--- src/rtl/uart_tx_fifo.sv ---
// -----------------------------------------------------------------------------
// uart_tx_fifo
//   Transmit-side byte buffer placed directly in front of a uart. A producer
//   can push one byte per clock. Up to DEPTH bytes are held here. Bytes are
//   handed to the uart one at a time, in push order, through its
//   wr_en / wr_rdy handshake.
//
//   A byte is moved out of the FIFO into the uart_din holding register when
//   it is loaded. From that point it no longer counts toward `count`, so the
//   block can hold DEPTH queued bytes plus one presented byte.
//
// Ports
//   clk          in   1        system clock, rising edge
//   rst_n        in   1        asynchronous active-low reset
//   push         in   1        producer write strobe
//   push_data    in   WIDTH    byte to enqueue when push=1
//   full         out  1        count == DEPTH (registered)
//   empty        out  1        count == 0     (registered)
//   count        out  AW+1     queued bytes, excluding the presented byte
//   overflow     out  1        sticky: a push was dropped while full
//   clr_ovf      in   1        clears overflow (a same-cycle drop wins)
//   uart_din     out  WIDTH    byte presented to the uart
//   uart_wr_en   out  1        presented byte valid
//   uart_wr_rdy  in   1        uart ready; transfer on wr_en & wr_rdy
// -----------------------------------------------------------------------------
module uart_tx_fifo #(
  parameter int WIDTH = 8,
  parameter int DEPTH = 16,
  parameter int AW    = 4
) (
  input  logic             clk,
  input  logic             rst_n,
  input  logic             push,
  input  logic [WIDTH-1:0] push_data,
  output logic             full,
  output logic             empty,
  output logic [AW:0]      count,
  output logic             overflow,
  input  logic             clr_ovf,
  output logic [WIDTH-1:0] uart_din,
  output logic             uart_wr_en,
  input  logic             uart_wr_rdy
);

  localparam logic [1:0] ST_IDLE = 2'd0;
  localparam logic [1:0] ST_SEND = 2'd1;
  localparam logic [1:0] ST_GAP  = 2'd2;

  localparam logic [AW:0] CNT_FULL = (AW+1)'(DEPTH);
  localparam logic [AW:0] CNT_ONE  = (AW+1)'(1);
  localparam logic [AW-1:0] PTR_ONE = AW'(1);

  // storage (no reset; contents are don't-care until written)
  logic [WIDTH-1:0] r_mem [DEPTH];

  logic [AW-1:0]    r_wr_ptr;
  logic [AW-1:0]    r_rd_ptr;
  logic [AW:0]      r_count;
  logic             r_full;
  logic             r_empty;
  logic             r_ovf;
  logic [1:0]       r_state;
  logic [WIDTH-1:0] r_din;
  logic             r_wr_en;

  logic             w_push_ok;
  logic             w_drop;
  logic             w_deq;
  logic             w_xfer;
  logic [AW:0]      w_count_nxt;

  // full is the registered flag from before the edge, so a dequeue in the
  // same cycle never makes room for a push.
  assign w_push_ok = push & ~r_full;
  assign w_drop    = push &  r_full;

  // load the next byte only from IDLE; r_empty mirrors count==0
  assign w_deq  = (r_state == ST_IDLE) & ~r_empty;
  assign w_xfer = r_wr_en & uart_wr_rdy;

  always_comb begin
    w_count_nxt = r_count;
    case ({w_push_ok, w_deq})
      2'b10:   w_count_nxt = r_count + CNT_ONE;
      2'b01:   w_count_nxt = r_count - CNT_ONE;
      default: w_count_nxt = r_count;
    endcase
  end

  // ---------------------------------------------------------------------------
  // storage write
  // ---------------------------------------------------------------------------
  always_ff @(posedge clk) begin
    if (w_push_ok) r_mem[r_wr_ptr] <= push_data;
  end

  // ---------------------------------------------------------------------------
  // pointers, occupancy and derived flags
  // ---------------------------------------------------------------------------
  always_ff @(posedge clk or negedge rst_n) begin
    if (!rst_n) begin
      r_wr_ptr <= '0;
      r_rd_ptr <= '0;
      r_count  <= '0;
      r_full   <= 1'b0;
      r_empty  <= 1'b1;
    end else begin
      if (w_push_ok) r_wr_ptr <= r_wr_ptr + PTR_ONE;
      if (w_deq)     r_rd_ptr <= r_rd_ptr + PTR_ONE;
      r_count <= w_count_nxt;
      // flags come from the next count so they line up with count itself
      r_full  <= (w_count_nxt == CNT_FULL);
      r_empty <= (w_count_nxt == '0);
    end
  end

  // ---------------------------------------------------------------------------
  // sticky overflow; a drop in the same cycle as clr_ovf keeps it set
  // ---------------------------------------------------------------------------
  always_ff @(posedge clk or negedge rst_n) begin
    if (!rst_n)       r_ovf <= 1'b0;
    else if (w_drop)  r_ovf <= 1'b1;
    else if (clr_ovf) r_ovf <= 1'b0;
  end

  // ---------------------------------------------------------------------------
  // uart handoff FSM
  //   IDLE: load the head byte when one is queued
  //   SEND: hold din/wr_en until the uart takes it
  //   GAP : one low cycle so back-to-back bytes are distinct wr_en pulses
  // ---------------------------------------------------------------------------
  always_ff @(posedge clk or negedge rst_n) begin
    if (!rst_n) begin
      r_state <= ST_IDLE;
      r_din   <= '0;
      r_wr_en <= 1'b0;
    end else begin
      case (r_state)
        ST_IDLE: begin
          if (w_deq) begin
            r_din   <= r_mem[r_rd_ptr];
            r_wr_en <= 1'b1;
            r_state <= ST_SEND;
          end
        end
        ST_SEND: begin
          if (w_xfer) begin
            r_wr_en <= 1'b0;
            r_state <= ST_GAP;
          end
        end
        ST_GAP: begin
          r_wr_en <= 1'b0;
          r_state <= ST_IDLE;
        end
        default: begin
          r_wr_en <= 1'b0;
          r_state <= ST_IDLE;
        end
      endcase
    end
  end

  assign full       = r_full;
  assign empty      = r_empty;
  assign count      = r_count;
  assign overflow   = r_ovf;
  assign uart_din   = r_din;
  assign uart_wr_en = r_wr_en;

endmodule

--- config.mk ---
export PLATFORM = sky130hd
export DESIGN_NAME = uart_tx_fifo
export DESIGN_NICKNAME = d
export VERILOG_FILES = /design/src/rtl/uart_tx_fifo.sv
export SDC_FILE = /design/constraint.sdc
export NUM_CORES = 1
export LEC_CHECK = 0
export ABC_AREA = 0
export CORE_ASPECT_RATIO = 0.9
export CORE_UTILIZATION = 35
export DETAILED_ROUTE_END_ITERATION = 10
export SLEW_MARGIN = 20
export SYNTH_ARGS = -nofsm -noshare
export SYNTH_HDL_FRONTEND = slang
export SYNTH_SLANG_ARGS = --single-unit
--- constraint.sdc ---
create_clock -name clk -period 3.4 [get_ports clk]
set_input_delay 0.68 -clock clk [delete_from_list [all_inputs] [get_ports clk]]
set_output_delay 0.68 -clock clk [all_outputs]
set_load 0.005 [all_outputs]
# Yosys cells after proc, flatten, opt, wreduce, memory -nomap -nowiden
# Memories as Yosys holds them, arrays and structs flattened. A register that Yosys moved wholly into a read port is not among the register bits.
# Cells that the tools add are included.
op_classes:
  addsub: 4
  n_reduce_logical: 6
  n_mux: 11
  n_eq_ne: 6
  n_bitwise: 6
op_table:
  columns: ["cell", "count"]
  rows:
  - ["$pmux W5 S2", 1]
  - ["$add A4 B1 Y4 const B", 2]
  - ["$mux W1", 6]
  - ["$add A5 B1 Y5 const B", 1]
  - ["$eq A5 B5 Y1 const B", 1]
  - ["$logic_not A5 Y1", 1]
  - ["$sub A5 B1 Y5 const B", 1]
  - ["$and A1 B1 Y1", 4]
  - ["$eq A2 B1 Y1 const B", 2]
  - ["$mux W2", 2]
  - ["$ne A2 B2 Y1 const B", 2]
  - ["$pmux W2 S2", 1]
  - ["$reduce_and A2 Y1", 2]
  - ["$eq A2 B2 Y1 const B", 1]
  - ["$logic_not A2 Y1", 1]
  - ["$not A1 Y1", 2]
  - ["$pmux W1 S2", 1]
  - ["$reduce_bool A2 Y1", 1]
  - ["$logic_not A1 Y1", 1]
word_totals:
  word_cells: 42
  ramBits: 128
  ff_bits: 19
  out_inout_bits: 17
  mem_count: 1
mem_list:
  columns: ["memory", "words", "width", "rd", "rd_clocked_by_memory_dff", "wr", "line", "rtl"]
  rows:
  - ["r_mem", 16, 8, 1, 1, 1, "54", "logic [WIDTH-1:0] r_mem [DEPTH];"]

# Logic depth before layout (Yosys ltp)
# Gate-level depths: netlist (run 1).
logic_depth:
  depth_word: 5
  ltp_mapped: 12
  depth_no_buf: 10

# Worst setup path after synthesis (run 1)
# No wires, ideal clock.
synth_timing:
  kind: "input to register"
  startpoint: "in push"
  endpoint: "reg r_full, in the netlist full"
  path_slack_ps: 672
  t_arrival_ps: 2648
  t_required_ps: 3320
  path_stages: 12
  setup_ps: 80
  path_cell_list: "nor2b_1 clkbuf_1 inv_1 ha_1 buf_2 xor2_1 ha_1 a21oi_1 xnor2_1 nor4bb_1 a21oi_1 nor3b_2"
synth_via:
  elab_chain_len: 4
  elab_cells_between_ends: 5
synth_lines:
  columns: ["item", "line", "rtl"]
  rows:
  - ["from (decl)", "33", "input logic push,"]
  - ["$and A1 B1 Y1 *", "74", "assign w_push_ok = push & ~r_full;"]
  - ["$eq A2 B1 Y1 / $eq A2 B2 Y1 (equally long branches)", "83", "case ({w_push_ok, w_deq})"]
  - ["$pmux W5 S2 *", "83", null]
  - ["$eq A5 B5 Y1 *", "112", "r_full <= (w_count_nxt == CNT_FULL);"]
  - ["to (signal assigned)", "112", null]
  - ["to (decl)", "59", "logic r_full;"]
# Mark *: on every way between the ends. The rest lies on a longest branch, timed or not.
# A chain may end at the register's enable or synchronous reset.

# Worst setup path after layout (run 1)
layout_timing:
  startpoint: "in push"
  endpoint: "reg r_full, in the netlist full"
layout_via:
  elab_chain_len: 4
  elab_cells_between_ends: 5
layout_lines:
  columns: ["item", "line", "rtl"]
  rows:
  - ["$and A1 B1 Y1 *", "74", null]
  - ["$eq A2 B1 Y1 / $eq A2 B2 Y1 (equally long branches)", "83", null]
  - ["$pmux W5 S2 *", "83", null]
  - ["net w_count_nxt[4]", "70", "logic [AW:0] w_count_nxt;"]
  - ["$eq A5 B5 Y1 *", "112", null]
# The timed path passes the listed nets; every way through them passes the cells marked *.

==> impl_metrics.ini, run 1 <==
[placed_design]
place.detailed.hpwl_um = 7700
routability_congestion_estimate_from_global_placement = 0.754
placement.cell_area_um2 = 6920
numPortBuffers = 29

[cells_and_area]
n_antenna_cell = 0
layout-drive-gt1-share_pct = 22.4
fin_nets = 418
area_growth_pct = 20.0
final_util_pct = 42.8
finish.instance_area_um2 = 7520

[sta]
drv_slew = 0
highest_clock_rate_mhz = 364
final_period_minus_worst_setup_slack_ns = 2.75
setup_tns_ns = 0
setup_repair_after_global_routing_missed_its_margin = false
worst_slew_margin_rel_pct = 24.0
fin_skew_ns = 0.00746
worst_hold_slack_ns = 0.485
setup-violations-final = 0
final_hold_viol_count = 0
tightest_slew_ns = 1.14
final.period_utilization_pct = 80.9

[cts]
cts-buffers-inserted = 17
post-cts-setup-buffer-count = 0
cts_hold_buffers = 0
clk-insertion-delay-late_ns = 0.42
clock_tree.root_cell = sky130_fd_sc_hd__clkbuf_16
cts-resized-gates = 0
cts_htree_levels = 4
tritoncts = built
cts_buffer_depth = 2
worst_setup_hold_path_clk_slew_ns = 0.06
cts.sinks = 155

[min_path]
worstHoldPathCells = 1
min_from = r_state[1]
timing.hold.worst_endpoint = uart_wr_en
hold_path.class = flop to flop

[synth]
synth.largest_area_cell = sky130_fd_sc_hd__edfxtp_1
synth.area.top_cells = sky130_fd_sc_hd__edfxtp_1 61%, sky130_fd_sc_hd__mux4_2 10%, sky130_fd_sc_hd__dfrtp_1 10%, sky130_fd_sc_hd__mux2i_1 2.6%, sky130_fd_sc_hd__ha_1 1.6%
ys_seq_elements = 155
synth-edff-count = 128
syn_inst = 343
synth_cell_type_count = 42
synth.net_count = 364
yosys_warnings = 0
mappedNetlistArea_um2 = 6260
yosysSeqAreaShare_pct = 72.2
synthArstFlopShare_pct = 17.4
post_synth.cell_area_avg_um2 = 18.3
synth_top_cell_area_share_pct = 61.4
postSynth.topFlopCell = sky130_fd_sc_hd__edfxtp_1

[critical_path]
crit-reg2reg-launch = r_state[1]
worst-endpoint-arrival_ns = 3.09
path_class = primary input to flop
path_max_fanout = 9
crit_start = push
rr_worst_depth = 10
critPathLaunchType = primary input
critPathCaptureType = flop
regToRegEndpoint = full
data_required_critical_path_ns = 3.74
worst-r2r-setup-slack_ns = 0.69

[grt]
maximum_number_of_pins_on_one_net_before_global_route_repair = 36
grt_pass1_wl_um = 19600
grt-ovfl-total = 0
antenna_violations_before_repair = 0
vias_in_the_first_global_route = 3303
globalRouteTotalUtil_pct = 15.2

[die]
num_io_pins = 30
die-width_um = 143
fp.dieArea_um2 = 18400
floorplan.core_area_um2 = 17600
starting_density_of_the_core_pct = 35.7
std_cell_rows = 46
vert_die_dim_um = 129

[job]
max-cap-violations = 0

[route]
drt_pass1_iterations = 4
detailed_router_s_first_iteration_violation_count = 181
wl_um = 12600
drc_errors = 0
routed-via-count = 3197
ant_nets = 0
route.detailed.wl_per_inst_um = 19.3
vias_per_cell = 4.92

[power_and_ir_drop]
powerDensity_nw_per_um2 = 886
vdd_drop_max_uv = 405
design_power_total_mw = 6.66
power.static_leakage_nw = 2.59

[run_status]
result_of_the_run = complete, no violations
==> cell usage after synthesis (2+ instances only) <==
cell                       count
sky130_fd_sc_hd__xor2_1        2
sky130_fd_sc_hd__ha_1          8
sky130_fd_sc_hd__buf_2         9
sky130_fd_sc_hd__nand4_1       2
sky130_fd_sc_hd__nand2_1      16
sky130_fd_sc_hd__nor2_1       26
sky130_fd_sc_hd__o21ai_0       5
sky130_fd_sc_hd__o21ai_1       7
sky130_fd_sc_hd__mux2i_1      16
sky130_fd_sc_hd__nor2b_1       4
sky130_fd_sc_hd__edfxtp_1    128
sky130_fd_sc_hd__mux4_1        3
sky130_fd_sc_hd__xnor2_1       9
sky130_fd_sc_hd__inv_1         5
sky130_fd_sc_hd__nand2b_1      3
sky130_fd_sc_hd__nor3b_1       2
sky130_fd_sc_hd__clkbuf_1      5
sky130_fd_sc_hd__a21oi_1       9
sky130_fd_sc_hd__a21oi_2       3
sky130_fd_sc_hd__nor3_1        6
sky130_fd_sc_hd__dfrtp_1      26
sky130_fd_sc_hd__mux4_2       29
==> stage by stage <==
step                      instances  setup slack [ns]
after floorplan                 343             0.672
after global placement          618             0.358
after detailed placement        618             0.189
after CTS                       650             0.656
after global routing            650             0.373
final                           650             0.650
==> critical path, stage by stage <==
cell and delay (ns):
sky130_fd_sc_hd__clkdlybuf4s50_1 0.47, sky130_fd_sc_hd__nor2b_1 0.18, sky130_fd_sc_hd__inv_1 0.08, sky130_fd_sc_hd__ha_1 0.31
sky130_fd_sc_hd__xor2_1 0.20, sky130_fd_sc_hd__ha_1 0.23, sky130_fd_sc_hd__o21ai_0 0.10, sky130_fd_sc_hd__a221oi_1 0.27
sky130_fd_sc_hd__o211ai_1 0.15, sky130_fd_sc_hd__xnor2_1 0.23, sky130_fd_sc_hd__nor3b_2 0.19
==> logic make-up (layout without fill, tap and decap cells) <==
kind of cell             count (synthesis)  count (layout)  share of synthesized area, %
XOR/XNOR                                11              11                          1.54
adder cells (fa/ha/maj)                  8               8                          1.60
flip-flops                             155             155                          72.2
multiplexers                            49              49                          14.4
buffers and inverters                   23              90                          2.18
AO/OA/AOI/OAI                           31              31                          3.00
AND/OR/NAND/NOR                         66              66                          5.06
==> cells in the final DEF, fill, tap and decap left out, drive strengths merged, types with 2 or more instances in the layout <==
master and instances:
nand2 16, dfrtp 26, edfxtp 128, nand2b 4, xnor2 9, nand4 2
inv 6, bufinv 3, nor3b 3, clkbuf 17, xor2 2, nor2 26
ha 8, mux2i 16, clkinv 8, clkdlybuf4s50 29, buf 24, mux4 32
o21ai 12, a21oi 12, nor3 6, clkinvlp 3, nor2b 4
==> layer usage <==
metal,vias to the layer above,global-route usage [%],routed length [um]
met5,-,0,0
met4,0,4.93,145
met3,12,3.72,659
met2,72,24.0,6010
met1,1670,20.7,5760
li1,1443,-,-
==> area by class of cell <==
| type | instances | area (um2) |
|---|---|---|
| well taps | 240 | 300 |
| flip-flops and latches | 155 | 4520 |
| clock buffers | 17 | 425 |
| clock inverters | 15 | 175 |
| multi-input cells | 165 | 1600 |
| inverters | 5 | 18.8 |
| repair buffers | 53 | 470 |
| fillers | 1533 | 10000 |
==> registers in the layout (all words and copies together) (netlist names) <==
name        flops
full            1
r_wr_ptr        4
empty           1
r_mem         128
uart_din        8
r_state         2
count           5
overflow        1
uart_wr_en      1
r_rd_ptr        4
==> report_power, final <==
| part | leakage (nW) | switching (mW) | internal (mW) |
|---|---|---|---|
| logic | 0.817 | 0.992 | 1.05 |
| registers | 1.48 | 0.324 | 2.39 |
| clock network | 0.287 | 0.748 | 1.15 |
| total | 2.59 | 2.06 | 4.60 |
==> how the worst max path moves through the flow <==
stage,endpoint,slack (ns),cells after the start
floorplan,full,0.67,12
global placement,full,0.36,11
detailed placement,full,0.19,11
CTS,full,0.66,11
global route,full,0.37,11
finish,full,0.65,11
Note: power is estimated with default switching activity, not from simulation.
==> run 2: changes to the inputs <==
clock period = 2.5 ns   (was 3.4 ns; I/O delays follow)
==> run 2 against run 1 <==
Compared with the run above: combinational power up 56%; sequential power up 31%; via count down 0.22%; die area unchanged; hold slack worse by 0.022 ns; utilization up 0.77 points; final area up 1.8%; global-route usage down 0.33 points; flip-flop and latch count unchanged; first-iteration DRC count up 39%; clock power up 27%; critical path depth up 1.
==> impl_metrics.ini, run 2 (synthesis results as in run 1) <==
[critical_path]
worst_path_largest_cell_delay_ns = 0.47
data_required_critical_path_ns = 2.84
critPathLaunchType = primary input
path_class = primary input to flop
cp_slowest_cell = sky130_fd_sc_hd__clkdlybuf4s50_1
critPathCaptureType = flop
crit_start = push
most_used_cell_along_the_critical_path = sky130_fd_sc_hd__a21oi_1
crit-reg2reg-launch = r_state[0]
chain_of_cells_forming_the_critical_path = clkdlybuf4s50_1, nor2b_2, inv_1, ha_4, xor2_2, ha_2, buf_4, a21oi_1, xnor2_1, nor4bb_2, a21oi_1, nor3b_2
worst-endpoint-arrival_ns = 2.77
path_max_fanout = 3

[sta]
fin_skew_ns = 0.0113
tightest_slew_ns = 0.629
worst_slew_margin_rel_pct = 57.9
final_period_minus_worst_setup_slack_ns = 2.43
final_hold_viol_count = 0
worst_hold_slack_ns = 0.463
final.period_utilization_pct = 97.2
setup-violations-final = 0
minimum_setup_slack_in_the_final_design_ns = 0.0702
highest_clock_rate_mhz = 412
drv_slew = 0

[min_path]
hold_path.class = primary input to async pin

[placed_design]
numPortBuffers = 29
dp.cells = 627
routability_congestion_estimate_from_global_placement = 0.742
place.detailed.hpwl_um = 7670
pre_cts_slack_ns = -0.437

[route]
ant_nets = 0
drc_errors = 0
drt_pass1_iterations = 4
vias_per_cell = 4.81
route.detailed.wl_per_inst_um = 18.8
detailed_router_s_first_iteration_violation_count = 251
routed-via-count = 3190
wl_um = 12400

[cts]
clock_tree.root_cell = sky130_fd_sc_hd__clkbuf_16
clk-insertion-delay-late_ns = 0.42
cts_htree_levels = 4
cts.sinks = 155
cts_buffer_depth = 2
worst_setup_hold_path_clk_slew_ns = 0.06
tritoncts = built
cts_hold_buffers = 0
cts-buffers-inserted = 17

[cells_and_area]
area_growth_pct = 22.2
final-instance-count-excl-fill = 663
fin_nets = 431
most_flops_register = r_mem
n_antenna_cell = 0
largest_register_ffs = 128
final_common_cell = sky130_fd_sc_hd__edfxtp_1
layout_common_cells = 128 x sky130_fd_sc_hd__edfxtp_1, 35 x sky130_fd_sc_hd__buf_4, 29 x sky130_fd_sc_hd__mux4_2, 29 x sky130_fd_sc_hd__clkdlybuf4s50_1, 26 x sky130_fd_sc_hd__nor2_1
layout-drive-gt1-share_pct = 26.2
layout.filler_cells = 1526
footprint_of_the_flip_flops_and_latches_um2 = 4520
multi_input_comb_area_um2 = 1650

[die]
floorplan.core_area_um2 = 17600
vert_die_dim_um = 129
fp.dieArea_um2 = 18400
die-width_um = 143
std_cell_rows = 46
starting_density_of_the_core_pct = 35.7
num_io_pins = 30

[run_status]
result_of_the_run = complete, no violations

[power_and_ir_drop]
vdd_drop_max_uv = 561
powerDensity_nw_per_um2 = 1200
power.static_leakage_nw = 2.66

[grt]
grt-ovfl-total = 0
vias_in_the_first_global_route = 3343
grt_pass1_wl_um = 19300
met1_usage_pct = 20.0
met3_usage_pct = 4.13
gr-usage-met2_pct = 23.1
antenna_violations_before_repair = 0
globalRouteTotalUtil_pct = 14.8
maximum_number_of_pins_on_one_net_before_global_route_repair = 36
grt_busiest_layer = met2

[job]
max-cap-violations = 0
[run 2: cell types whose count changed in the layout (fill, tap and decap cells not counted), moves of 2 or more]
cell	previous run	this run
sky130_fd_sc_hd__clkbuf_16	17	19
sky130_fd_sc_hd__clkbuf_8	0	2
sky130_fd_sc_hd__buf_4	24	35
sky130_fd_sc_hd__ha_1	8	6
sky130_fd_sc_hd__clkinv_4	4	2
sky130_fd_sc_hd__inv_4	0	3
sky130_fd_sc_hd__buf_12	0	2
sky130_fd_sc_hd__clkinvlp_4	3	0
sky130_fd_sc_hd__bufinv_16	3	0
sky130_fd_sc_hd__clkbuf_1	0	3
[run 2: worst paths after layout]
kind,to,slack (ns),depth (start not counted)
worst max register to register,full,0.11,11
worst min register to register,r_rd_ptr[3],0.49,1
max in group asynchronous,empty,1.72,2
worst max-delay path,full,0.07,12
worst min-delay path,r_wr_ptr[2],0.46,2
min in group clk,r_rd_ptr[3],0.49,1
[run 2: power by group]
part           switching (mW)  leakage (nW)  total [mW]  internal [mW]
sequential              0.288          1.48        3.54           3.25
combinational            1.56         0.894        3.18           1.62
clock                   0.982         0.285        2.42           1.44
[run 2: worst max-delay path, delay by kind of cell]
family	cells	cell delay, ns
buf+inv	3	0.70
simple gates	3	0.61
fa+ha+maj	2	0.37
xor+xnor	2	0.33
compound gates	2	0.26
[run 2: area by class of cell]
type	instances	share of cell area, %
multi-input combinational	165	21.5
tap	240	3.92
timing repair buffer	66	7.75
clock inverter	8	0.703
inverter	5	0.278
sequential	155	59.1
clock buffer	24	6.72
[run 2: repair_timing]
item	CTS	global route
setup buffers	4	0
cloned	0	0
endpoints found under the setup margin	2	2
pin swaps	4	5
resized for setup	5	6
[run 2: stage by stage]
stage	power (mW)	cell area, um2	util [%]	TNS (ns)
finish	9.15	7650	43.6	0
CTS	9.18	7620	43.4	0
global route	9.65	7650	43.6	-0.0392
global placement	6.59	7010	39.9	-0.561
detailed placement	6.67	7010	39.9	-1.16
floorplan	5.60	6260	-	0
[run 2: routing by layer]
metal  wire length (um)  vias to the layer above
li1                   -                     1467
met1               5770                     1645
met2               6010                       67
met3                552                       11
met4                112                        0
met5                  0                        -
==> run 3: changes to the inputs <==
GPL_ROUTABILITY_DRIVEN = 0   (was default)
==> results of run 3 <==
No change in the layout: final DEF, timing and power equal those of run 2.
